$ cat config.mk
export PLATFORM = sky130hd
export DESIGN_NAME = mvu_apb_irq_hub
export DESIGN_NICKNAME = d
export VERILOG_FILES = /design/src/rtl/mvu_apb_irq_hub.sv
export SDC_FILE = /design/constraint.sdc
export NUM_CORES = 1
export LEC_CHECK = 0
export ABC_AREA = 0
export BUFFER_PORTS_ARGS = -buffer_cell sky130_fd_sc_hd__buf_2
export CAP_MARGIN = 20
export CORE_AREA = 2 2 172 174
export CTS_BUF_LIST = sky130_fd_sc_hd__clkbuf_4 sky130_fd_sc_hd__clkbuf_8
export CTS_CLUSTER_SIZE = 30
export DETAILED_ROUTE_END_ITERATION = 6
export DIE_AREA = 0 0 174 176
export SYNTH_ARGS = -nofsm -noshare
export SYNTH_HDL_FRONTEND = slang
export SYNTH_SLANG_ARGS = --single-unit
$ cat constraint.sdc
create_clock -name clk -period 4.3 [get_ports clk]
set_clock_uncertainty 0.05 [all_clocks]
set_input_delay 0.86 -clock clk [delete_from_list [all_inputs] [get_ports clk]]
set_output_delay 0.86 -clock clk [all_outputs]
set_load 0.05 [all_outputs]
$ cat src/rtl/mvu_apb_irq_hub.sv
// ---------------------------------------------------------------------------
// mvu_apb_irq_hub
//
// APB3 fabric between the SoC APB master and NCH MVU APB slaves, with a small
// local interrupt block and a per-transfer timeout.
//
// The channel index is taken from s_paddr[CH_AW +: SELW]:
//   sel <  NCH : the transfer is forwarded to MVU port `sel`
//   sel == NCH : local IRQ registers (PENDING / MASK / RAW)
//   sel >  NCH : no target; completes at once with s_pslverr
// Only one transfer is in flight. The upstream side sees s_pready only in
// the single RESP cycle, so it is held in its access phase until then.
//
// Ports
//   clk, rst              clock, synchronous active-high reset
//   s_psel .. s_pwdata    upstream APB3 request
//   s_prdata, s_pready,   upstream response (registered, one-cycle pready)
//   s_pslverr
//   m_psel                one-hot downstream select
//   m_penable, m_pwrite,  shared downstream request signals
//   m_paddr, m_pwdata
//   m_prdata, m_pready,   downstream responses, channel i at slice i
//   m_pslverr
//   mvu_irq               raw MVU interrupt levels
//   irq_o                 pending & mask per hart (registered)
//   irq_any_o             OR of irq_o
// ---------------------------------------------------------------------------
module mvu_apb_irq_hub #(
    parameter int NCH     = 8,
    parameter int DATA_W  = 32,
    parameter int ADDR_W  = 32,
    parameter int CH_AW   = 12,
    parameter int TIMEOUT = 255
) (
    input  logic                  clk,
    input  logic                  rst,
    input  logic                  s_psel,
    input  logic                  s_penable,
    input  logic                  s_pwrite,
    input  logic [ADDR_W-1:0]     s_paddr,
    input  logic [DATA_W-1:0]     s_pwdata,
    output logic [DATA_W-1:0]     s_prdata,
    output logic                  s_pready,
    output logic                  s_pslverr,
    output logic [NCH-1:0]        m_psel,
    output logic                  m_penable,
    output logic                  m_pwrite,
    output logic [CH_AW-1:0]      m_paddr,
    output logic [DATA_W-1:0]     m_pwdata,
    input  logic [NCH*DATA_W-1:0] m_prdata,
    input  logic [NCH-1:0]        m_pready,
    input  logic [NCH-1:0]        m_pslverr,
    input  logic [NCH-1:0]        mvu_irq,
    output logic [NCH-1:0]        irq_o,
    output logic                  irq_any_o
);

    localparam int SELW  = $clog2(NCH + 1);
    localparam int CNT_W = (TIMEOUT < 2) ? 1 : $clog2(TIMEOUT + 1);

    localparam logic [CH_AW-1:0] OFF_PENDING = CH_AW'(4'h0);
    localparam logic [CH_AW-1:0] OFF_MASK    = CH_AW'(4'h4);
    localparam logic [CH_AW-1:0] OFF_RAW     = CH_AW'(4'h8);

    typedef enum logic [1:0] {
        IDLE   = 2'd0,
        SETUP  = 2'd1,
        ACCESS = 2'd2,
        RESP   = 2'd3
    } state_t;

    state_t             state_reg;
    logic [SELW-1:0]    sel_reg;
    logic               write_reg;
    logic [CH_AW-1:0]   paddr_reg;
    logic [DATA_W-1:0]  wdata_reg;
    logic [CNT_W-1:0]   cnt_reg;
    logic [NCH-1:0]     m_psel_reg;
    logic               m_penable_reg;
    logic               s_pready_reg;
    logic               s_pslverr_reg;
    logic [DATA_W-1:0]  s_prdata_reg;
    logic [NCH-1:0]     pending_reg;
    logic [NCH-1:0]     mask_reg;
    logic [NCH-1:0]     irq_hist_reg;
    logic [NCH-1:0]     irq_reg;

    // ------------------------------------------------------------------
    // Request decode (combinational, evaluated on the upstream SETUP phase)
    // ------------------------------------------------------------------
    logic               setup_req;
    logic [SELW-1:0]    req_sel;
    logic [CH_AW-1:0]   req_off;
    logic [NCH-1:0]     req_dec;
    logic               req_local;
    logic               req_chan;
    logic               local_err;
    logic [DATA_W-1:0]  local_rdata;
    logic [NCH-1:0]     w1c_next;

    assign setup_req = (state_reg == IDLE) && s_psel && !s_penable;
    assign req_sel   = s_paddr[CH_AW +: SELW];
    assign req_off   = s_paddr[CH_AW-1:0];
    assign req_local = (req_sel == SELW'(NCH));
    assign req_chan  = (req_sel <  SELW'(NCH));

    generate
        for (genvar gi = 0; gi < NCH; gi++) begin : g_req_dec
            assign req_dec[gi] = (req_sel == SELW'(gi));
        end
    endgenerate

    always_comb begin
        local_err   = 1'b0;
        local_rdata = '0;
        case (req_off)
            OFF_PENDING: local_rdata = DATA_W'(pending_reg);
            OFF_MASK:    local_rdata = DATA_W'(mask_reg);
            OFF_RAW:     local_rdata = DATA_W'(mvu_irq);
            default:     local_err   = 1'b1;
        endcase
    end

    // W1C strobe for PENDING, applied on the same edge that completes the
    // local write.
    always_comb begin
        w1c_next = '0;
        if (setup_req && req_local && s_pwrite && (req_off == OFF_PENDING)) begin
            w1c_next = s_pwdata[NCH-1:0];
        end
    end

    // ------------------------------------------------------------------
    // Selected-channel response mux. m_psel_reg is one-hot during
    // SETUP/ACCESS, so it doubles as the mux select.
    // ------------------------------------------------------------------
    logic [DATA_W-1:0] ch_rdata [NCH];
    logic [DATA_W-1:0] sel_rdata;
    logic              sel_ready;
    logic              sel_err;

    generate
        for (genvar gi = 0; gi < NCH; gi++) begin : g_ch_rdata
            assign ch_rdata[gi] = m_prdata[gi*DATA_W +: DATA_W];
        end
    endgenerate

    always_comb begin
        sel_rdata = '0;
        for (int i = 0; i < NCH; i++) begin
            if (m_psel_reg[i]) begin
                sel_rdata = sel_rdata | ch_rdata[i];
            end
        end
    end

    assign sel_ready = |(m_pready  & m_psel_reg);
    assign sel_err   = |(m_pslverr & m_psel_reg);

    // ------------------------------------------------------------------
    // Transfer FSM with registered outputs
    // ------------------------------------------------------------------
    always_ff @(posedge clk) begin
        if (rst) begin
            state_reg     <= IDLE;
            sel_reg       <= '0;
            write_reg     <= 1'b0;
            paddr_reg     <= '0;
            wdata_reg     <= '0;
            cnt_reg       <= '0;
            m_psel_reg    <= '0;
            m_penable_reg <= 1'b0;
            s_pready_reg  <= 1'b0;
            s_pslverr_reg <= 1'b0;
            s_prdata_reg  <= '0;
            mask_reg      <= '0;
        end else begin
            case (state_reg)
                IDLE: begin
                    if (setup_req) begin
                        sel_reg   <= req_sel;
                        write_reg <= s_pwrite;
                        paddr_reg <= req_off;
                        wdata_reg <= s_pwdata;
                        if (req_chan) begin
                            m_psel_reg <= req_dec;
                            state_reg  <= SETUP;
                        end else if (req_local) begin
                            // Local register access finishes here; RESP follows.
                            s_pready_reg  <= 1'b1;
                            s_pslverr_reg <= local_err;
                            s_prdata_reg  <= (s_pwrite || local_err) ? '0 : local_rdata;
                            if (s_pwrite && (req_off == OFF_MASK)) begin
                                mask_reg <= s_pwdata[NCH-1:0];
                            end
                            state_reg <= RESP;
                        end else begin
                            // No target behind this index.
                            s_pready_reg  <= 1'b1;
                            s_pslverr_reg <= 1'b1;
                            s_prdata_reg  <= '0;
                            state_reg     <= RESP;
                        end
                    end
                end

                SETUP: begin
                    m_penable_reg <= 1'b1;
                    cnt_reg       <= '0;
                    state_reg     <= ACCESS;
                end

                ACCESS: begin
                    // cnt_reg holds the number of ACCESS cycles already spent
                    // without ready; the TIMEOUT-th one aborts.
                    if (sel_ready || (cnt_reg == CNT_W'(TIMEOUT - 1))) begin
                        m_psel_reg    <= '0;
                        m_penable_reg <= 1'b0;
                        s_pready_reg  <= 1'b1;
                        state_reg     <= RESP;
                        if (sel_ready) begin
                            s_pslverr_reg <= sel_err;
                            s_prdata_reg  <= (write_reg || sel_err) ? '0 : sel_rdata;
                        end else begin
                            s_pslverr_reg <= 1'b1;
                            s_prdata_reg  <= '0;
                        end
                    end else begin
                        cnt_reg <= cnt_reg + 1'b1;
                    end
                end

                RESP: begin
                    s_pready_reg  <= 1'b0;
                    s_pslverr_reg <= 1'b0;
                    s_prdata_reg  <= '0;
                    state_reg     <= IDLE;
                end

                default: state_reg <= IDLE;
            endcase
        end
    end

    // ------------------------------------------------------------------
    // IRQ block: rising-edge capture into PENDING. A new edge in the same
    // cycle as a W1C of that bit keeps the bit set.
    // ------------------------------------------------------------------
    always_ff @(posedge clk) begin
        if (rst) begin
            irq_hist_reg <= '0;
            pending_reg  <= '0;
            irq_reg      <= '0;
        end else begin
            irq_hist_reg <= mvu_irq;
            pending_reg  <= (pending_reg & ~w1c_next) | (mvu_irq & ~irq_hist_reg);
            irq_reg      <= pending_reg & mask_reg;
        end
    end

    // Upper address / data bits carry no meaning for this block.
    logic unused_bits;
    assign unused_bits = ^{s_paddr[ADDR_W-1:CH_AW+SELW], s_pwdata[DATA_W-1:NCH]};

    assign s_prdata  = s_prdata_reg;
    assign s_pready  = s_pready_reg;
    assign s_pslverr = s_pslverr_reg;
    assign m_psel    = m_psel_reg;
    assign m_penable = m_penable_reg;
    assign m_pwrite  = write_reg;
    assign m_paddr   = paddr_reg;
    assign m_pwdata  = wdata_reg;
    assign irq_o     = irq_reg;
    assign irq_any_o = |irq_reg;

endmodule

# Yosys cells after proc, flatten, opt, wreduce, memory -nomap -nowiden
# Index checks and enable logic that the tools add are counted.
totals:
  word_cells: 119
  register_bits: 130
  output_inout_bits: 97
  in_bits: 349
classes:
  bitwise: 16
  addsub: 1
  mux: 41
  n_reduce_logical: 27
  eq_ne: 19
  magnitude_cmp: 1
ops:
  columns: ["op", "n"]
  rows:
  - ["$mux W32", 15]
  - ["$or A32 B32 Y32", 7]
  - ["$pmux W32 S3", 1]
  - ["$and A8 B8 Y8", 5]
  - ["$mux W8", 5]
  - ["$pmux W8 S2", 2]
  - ["$pmux W8 S3", 1]
  - ["$reduce_or A8 Y1", 3]
  - ["$eq A4 B3 Y1 const B", 4]
  - ["$not A8 Y8", 2]
  - ["$eq A12 B3 Y1 const B", 1]
  - ["$eq A12 B4 Y1 const B", 1]
  - ["$logic_not A12 Y1", 1]
  - ["$mux W1", 10]
  - ["$ne A2 B2 Y1 const B", 5]
  - ["$add A8 B1 Y8 const B", 1]
  - ["$eq A4 B2 Y1 const B", 2]
  - ["$eq A8 B8 Y1 const B", 1]
  - ["$or A8 B8 Y8", 1]
  - ["$pmux W2 S4", 1]
  - ["$reduce_and A2 Y1", 4]
  - ["$reduce_and A4 Y1", 2]
  - ["$logic_and A1 B1 Y1", 6]
  - ["$mux W2", 3]
  - ["16 further kinds", 21]

# Logic depth before layout (Yosys ltp)
depth:
  depth_word: 19
  depth_mapped: 10
  depth_no_buf: 7

# Worst setup path after synthesis
# OpenSTA, ideal clock, no wires.
synth_timing:
  path_type: "input port to flip-flop"
  start: "input port m_pready[2]"
  end: "register s_prdata_reg[11], in the netlist s_prdata[11]"
  required_time_ns: 4.133
  stages: 8
  setup_slack_ns: 2.027
  n_path_buf: 3
  t_arrival_ns: 2.106
  setup_ns: 0.117
  path_cell_list: "a22oi_2 > nand4_2 > and4b_1 > buf_6 > and3b_1 > buf_6 > buf_8 > a22o_1"
synth_via:
  elab_chain_len: 5
  elab_cells_between_ends: 8
  cone_classes: "1 x eq/ne; 3 x mux; 1 x bitwise; 3 x reduce/logical"
synth_rtl:
  columns: ["element", "line_no", "source"]
  rows:
  - ["start: declaration", "51", "input logic [NCH-1:0] m_pready,"]
  - ["$and A8 B8 Y8 *", "157", "assign sel_ready = |(m_pready & m_psel_reg);"]
  - ["$reduce_or A8 Y1 *", "157", null]
  - ["$mux W32 or $logic_or A1 B1 Y1 (tied branches)", "221, 216", null]
  - ["$mux W32 or $ne A2 B2 Y1 (tied branches)", null, null]
  - ["$pmux W32 S3 or $reduce_and A4 Y1 (tied branches)", null, null]
  - ["end signal: assignment", "192", "s_prdata_reg <= (s_pwrite || local_err) ? '0 : local_rdata;"]
  - ["end signal: assignment", "223", "s_prdata_reg <= (write_reg || sel_err) ? '0 : sel_rdata;"]
  - ["end: declaration", "82", "logic [DATA_W-1:0] s_prdata_reg;"]
# Mark *: on every way between the ends. The rest lies on a longest branch, timed or not. The select of a mux whose other input is x is not followed.
# A chain may end at the register's enable or synchronous reset.

# Worst setup path after layout
layout_timing:
  start: "register m_psel_reg[3], in the netlist m_psel[3]"
  end: "register s_prdata_reg[31], in the netlist s_prdata[31]"
layout_via:
  elab_chain_len: 13
  elab_cells_between_ends: 21
  cone_classes: "1 x eq/ne; 9 x mux; 6 x bitwise; 5 x reduce/logical"
layout_rtl:
  columns: ["element", "line_no", "source"]
  rows:
  - ["start: declaration", "78", "logic [NCH-1:0] m_psel_reg;"]
  - ["start signal: assignment", "186", "m_psel_reg <= req_dec;"]
  - ["$mux W32", "151", "if (m_psel_reg[i]) begin"]
  - ["$or A32 B32 Y32", "152", "sel_rdata = sel_rdata | ch_rdata[i];"]
  - ["$mux W32", "151", null]
  - ["$or A32 B32 Y32", "152", null]
  - ["$mux W32", "151", null]
  - ["$or A32 B32 Y32", "152", null]
  - ["$mux W32", "151", null]
  - ["$or A32 B32 Y32", "152", null]
  - ["$mux W32", "151", null]
  - ["$mux W32", "223", null]
  - ["$mux W32", "221", "if (sel_ready) begin"]
  - ["$mux W32", "216", "if (sel_ready || (cnt_reg == CNT_W'(TIMEOUT - 1))) begin"]
  - ["$pmux W32 S3", "178", "case (state_reg)"]
# Several ways; a longest one is shown, not always the timed one. The select of a mux whose other input is x is not followed.

==> results.env <==
MULTIINPUTGATEAREA_UM2=3487
SYNTH_NETS=1120
START_UTIL_PCT=22.59
NET-SWITCHING-POWER_uW=1580
WORST_SLEW_PIN_SLEW_NS=0.8357
REGISTER_AREA_UM2=2609
CLKLATENCYLATEPIN_NS=0.44
YS_DOMINANT_REG_CELL='sky130_fd_sc_hd__dfxtp_1'
YS_SEQ_ELEMENTS=130
FIRSTDRTPASSITERS=7
MAX-CLOCK-PATH-BUFFERS=2
ROWS=62
LEAKAGE_uW=0.004139
HOLD_PATH_DEPTH=2
PLACEABLECOREAREA_UM2=28550
SYNTHTOLAYOUTAREAGROWTH_PCT=43.73
FINAL_LAYOUT_SIZE_SUFFIX_GT1_SHARE_PCT=42.02
PATH_CLASS='reg2reg'
YS_WARN_COUNT=0
STATUS='finished clean'
FINALSETUPTNS_NS=0
PLACE.PORT_BUFFERS=429
DETAILROUTE.VIA_COUNT=7806
CLOCK.FMAX_MHz=375.7
R2R_SETUP_SLACK_NS=1.64
MAX_CAP_VIOLATIONS=0
ROUTE.DETAILED.VIAS_PER_INST=4.975
SYN_AVG_CELL_AREA_UM2=8.430
POWER_DENSITY_nW_PER_UM2=406.7
PIN_COUNT_OF_THE_BIGGEST_NET_ENTERING_GLOBAL_ROUTING=57
NETS=1513
SETUP-VIOLATIONS-FINAL=0
PERIOD_SHARE_PCT=61.90
YOSYS-TOP-CELLS-AREA='sky130_fd_sc_hd__dfxtp_1 (40%), sky130_fd_sc_hd__a22oi_1 (15%), sky130_fd_sc_hd__nand2_1 (6.9%)'
FLOORPLAN.DIE.HEIGHT_UM=176
SYNTH.LARGEST_AREA_CELL='sky130_fd_sc_hd__dfxtp_1'
CRIT_START='m_psel[3]'
DESIGN.DIE.AREA_UM2=30620
FINALPOWER_uW=3770
POST-ROUTE-DRC-COUNT=0
CP_DATA_REQUIRED_TIME_NS=4.64
MIN-DELAY-PATH-CLASS='reg2reg'
DP.FINAL_HPWL_UM=24830
RSZ0062_AT_GRT='no'
CTS.REPAIR.RESIZED=0
R2R.WORST_PATH.CELLS=7
POWER.SWITCHING_FRACTION_PCT=41.90
GLOBALROUTEOVERFLOWTOTAL=0
RELSLEWSLACK_PCT=43.91
SYN-CELL-AREA_UM2=6449
TIMING.CRITICAL_PATH.FANOUT_MAX=34
CTS_BUFFERS=17
PIN_COUNT=446
FILLCELLCOUNT=3148
CLOCK_TREE.HTREE_LEVEL_COUNT=4
CTS_ROOT_BUF='sky130_fd_sc_hd__clkbuf_8'
CP.ARRIVAL_NS=3.00
WL_PER_CELL_UM=20.21
SYNTHTOPCELLSBYCOUNT='sky130_fd_sc_hd__a22oi_1 (130), sky130_fd_sc_hd__dfxtp_1 (130), sky130_fd_sc_hd__nand2_1 (118), sky130_fd_sc_hd__a21oi_1 (68), sky130_fd_sc_hd__clkbuf_1 (44)'
SYNTH.LIB_CELLS_USED.DISTINCT=48
SEQUENTIAL_AREA_SHARE_AFTER_SYNTHESIS_PCT=40.36
HOLD_BUFFERS=0
MAX-VDD-IR-DROP_V=0.0002187
DIE_WIDTH_UM=174
WORSTSETUPENDPOINT='s_prdata[31]'
POWER.SHARE.CLOCK_PCT=25.4
SYNTH.TOP_CELL.AREA_SHARE_PCT=40.36
GRT_ANTENNA_BEFORE_REPAIR=17
DETAIL_ROUTE.ITER0.VIOLATIONS=733
SYNTH_CELLS=765
SYNTH_EDF_COUNT=0
TOTALWIRELENGTH_UM=31700
GROUTE.USAGE.OVERALL_PCT=19.75
ANT_NETS=0
POWER.SEQUENTIAL.FRACTION_PCT=37.1
VIA_COUNT_OF_THE_FIRST_GLOBAL_ROUTING_PASS=7488
END_KIND='register'
CLK_TRANSITION_REPORTED_PATHS_NS=0.08
REGTOREGSTARTPOINT='m_psel[3]'
HOLD_VIOL=0
INTERNAL_POWER_OF_THE_CELLS_uW=2190
WORST_SETUP_PATH_START_KIND='register'
ASYNC_FLOP_SHARE_PCT=0
R2R-END='s_prdata[31]'
PERIOD_MINUS_SLACK_NS=2.662
TRITONCTS='yes'
FINALWEIGHTEDCONGESTION=0.9043
PWR-SHARE-COMB_PCT=37.5
CTS_SETUP_BUFFERS=0
FINALMAXSLEWVIOLATIONS=0
GRT_PASS1_WL_UM=45630
NUMCLOCKSINKS=130
## per-layer routing
metal  vias to the layer above  global-route usage [%]  part of all wire [%]
li1                       3676                       -                     -
met3                        48                   7.450                    11
met4                         4                   5.882                   2.0
met5                         -                   1.763                 0.088
met1                      3668                   26.14                    44
met2                       410                   29.66                    43
## cell families after synthesis
group                    count (synthesis)  share of synthesized area [%]
adder cells (fa/ha/maj)                  6                          1.164
multiplexers                            18                          2.813
XOR/XNOR                                 3                         0.4075
AO/OA/AOI/OAI                          270                          30.05
flip-flops                             130                          40.36
AND/OR/NAND/NOR                        262                          19.60
buffers and inverters                   76                          5.607
## stage by stage
| stage | util [%] | worst slack (ns) | hold WS [ns] | instance area (µm²) | instances |
|---|---|---|---|---|---|
| 3_5_place_dp | 31.03 | 0.9638 | 0.3937 | 8857 | 1522 |
| 3_3_place_gp | 31.03 | 0.9815 | 0.3892 | 8857 | 1522 |
| 4_1_cts | 32.25 | 1.174 | 0.4042 | 9206 | 1554 |
| 5_1_grt | 32.42 | 1.474 | 0.4221 | 9254 | 1563 |
| 6_report | 32.47 | 1.638 | 0.4028 | 9269 | 1569 |
| 2_1_floorplan | - | 2.027 | 0.3728 | 6449 | 765 |
## worst max-delay path: stages (launching register included)
cell and delay [ns]:
sky130_fd_sc_hd__dfxtp_2 0.35, sky130_fd_sc_hd__buf_4 0.39, sky130_fd_sc_hd__a22oi_2 0.16, sky130_fd_sc_hd__nand4_2 0.30, sky130_fd_sc_hd__and4b_1 0.53, sky130_fd_sc_hd__and3b_1 0.47
sky130_fd_sc_hd__buf_16 0.21, sky130_fd_sc_hd__a22o_1 0.14
## cells in the final DEF, fill, tap and decap left out, types with 14 or more instances in the layout
cell                       synthesis  final
sky130_fd_sc_hd__nand2_1         118    118
sky130_fd_sc_hd__a21oi_1          68     68
sky130_fd_sc_hd__dfxtp_1         130    125
sky130_fd_sc_hd__buf_4             2     16
sky130_fd_sc_hd__nor2_1           37     36
sky130_fd_sc_hd__nor3_1           20     20
sky130_fd_sc_hd__clkbuf_8          0     18
sky130_fd_sc_hd__diode_2           0     14
sky130_fd_sc_hd__a22oi_1         130    130
sky130_fd_sc_hd__buf_2            13    428
sky130_fd_sc_hd__mux2i_1          17     17
sky130_fd_sc_hd__nand4_1          34     34
sky130_fd_sc_hd__a22o_1           25     25
## layout make-up
type | instances | area share (%)
multi-input combinational | 559 | 37.62
sequential | 130 | 28.15
timing repair buffer | 445 | 24.70
tap | 384 | 5.184
clock buffer | 21 | 2.916
clock inverter | 11 | 0.8504
antenna | 14 | 0.3780
inverter | 5 | 0.2025
## power groups by stage
| stage | Combinational, µW | Clock (µW) | Sequential, µW |
|---|---|---|---|
| 4_1_cts | 1410 | 1000 | 1400 |
| 5_1_grt | 1520 | 1050 | 1420 |
| 6_report | 1410 | 957 | 1400 |
| 3_5_place_dp | 1410 | 0 | 1430 |
| 2_1_floorplan | 588 | 0 | 1770 |
| 3_3_place_gp | 1400 | 0 | 1420 |
## worst min path at each step
stage | slack [ns] | to | start
after floorplan | 0.37 | irq_o[0] | mask_reg[0]
after global placement | 0.39 | m_pwdata[10] | m_pwdata[10]
after detailed placement | 0.39 | m_pwdata[10] | m_pwdata[10]
after CTS | 0.40 | m_pwdata[14] | m_pwdata[14]
after global routing | 0.42 | m_pwdata[25] | m_pwdata[25]
final | 0.40 | m_pwdata[14] | m_pwdata[14]
Note: power is estimated with default switching activity, not from simulation.
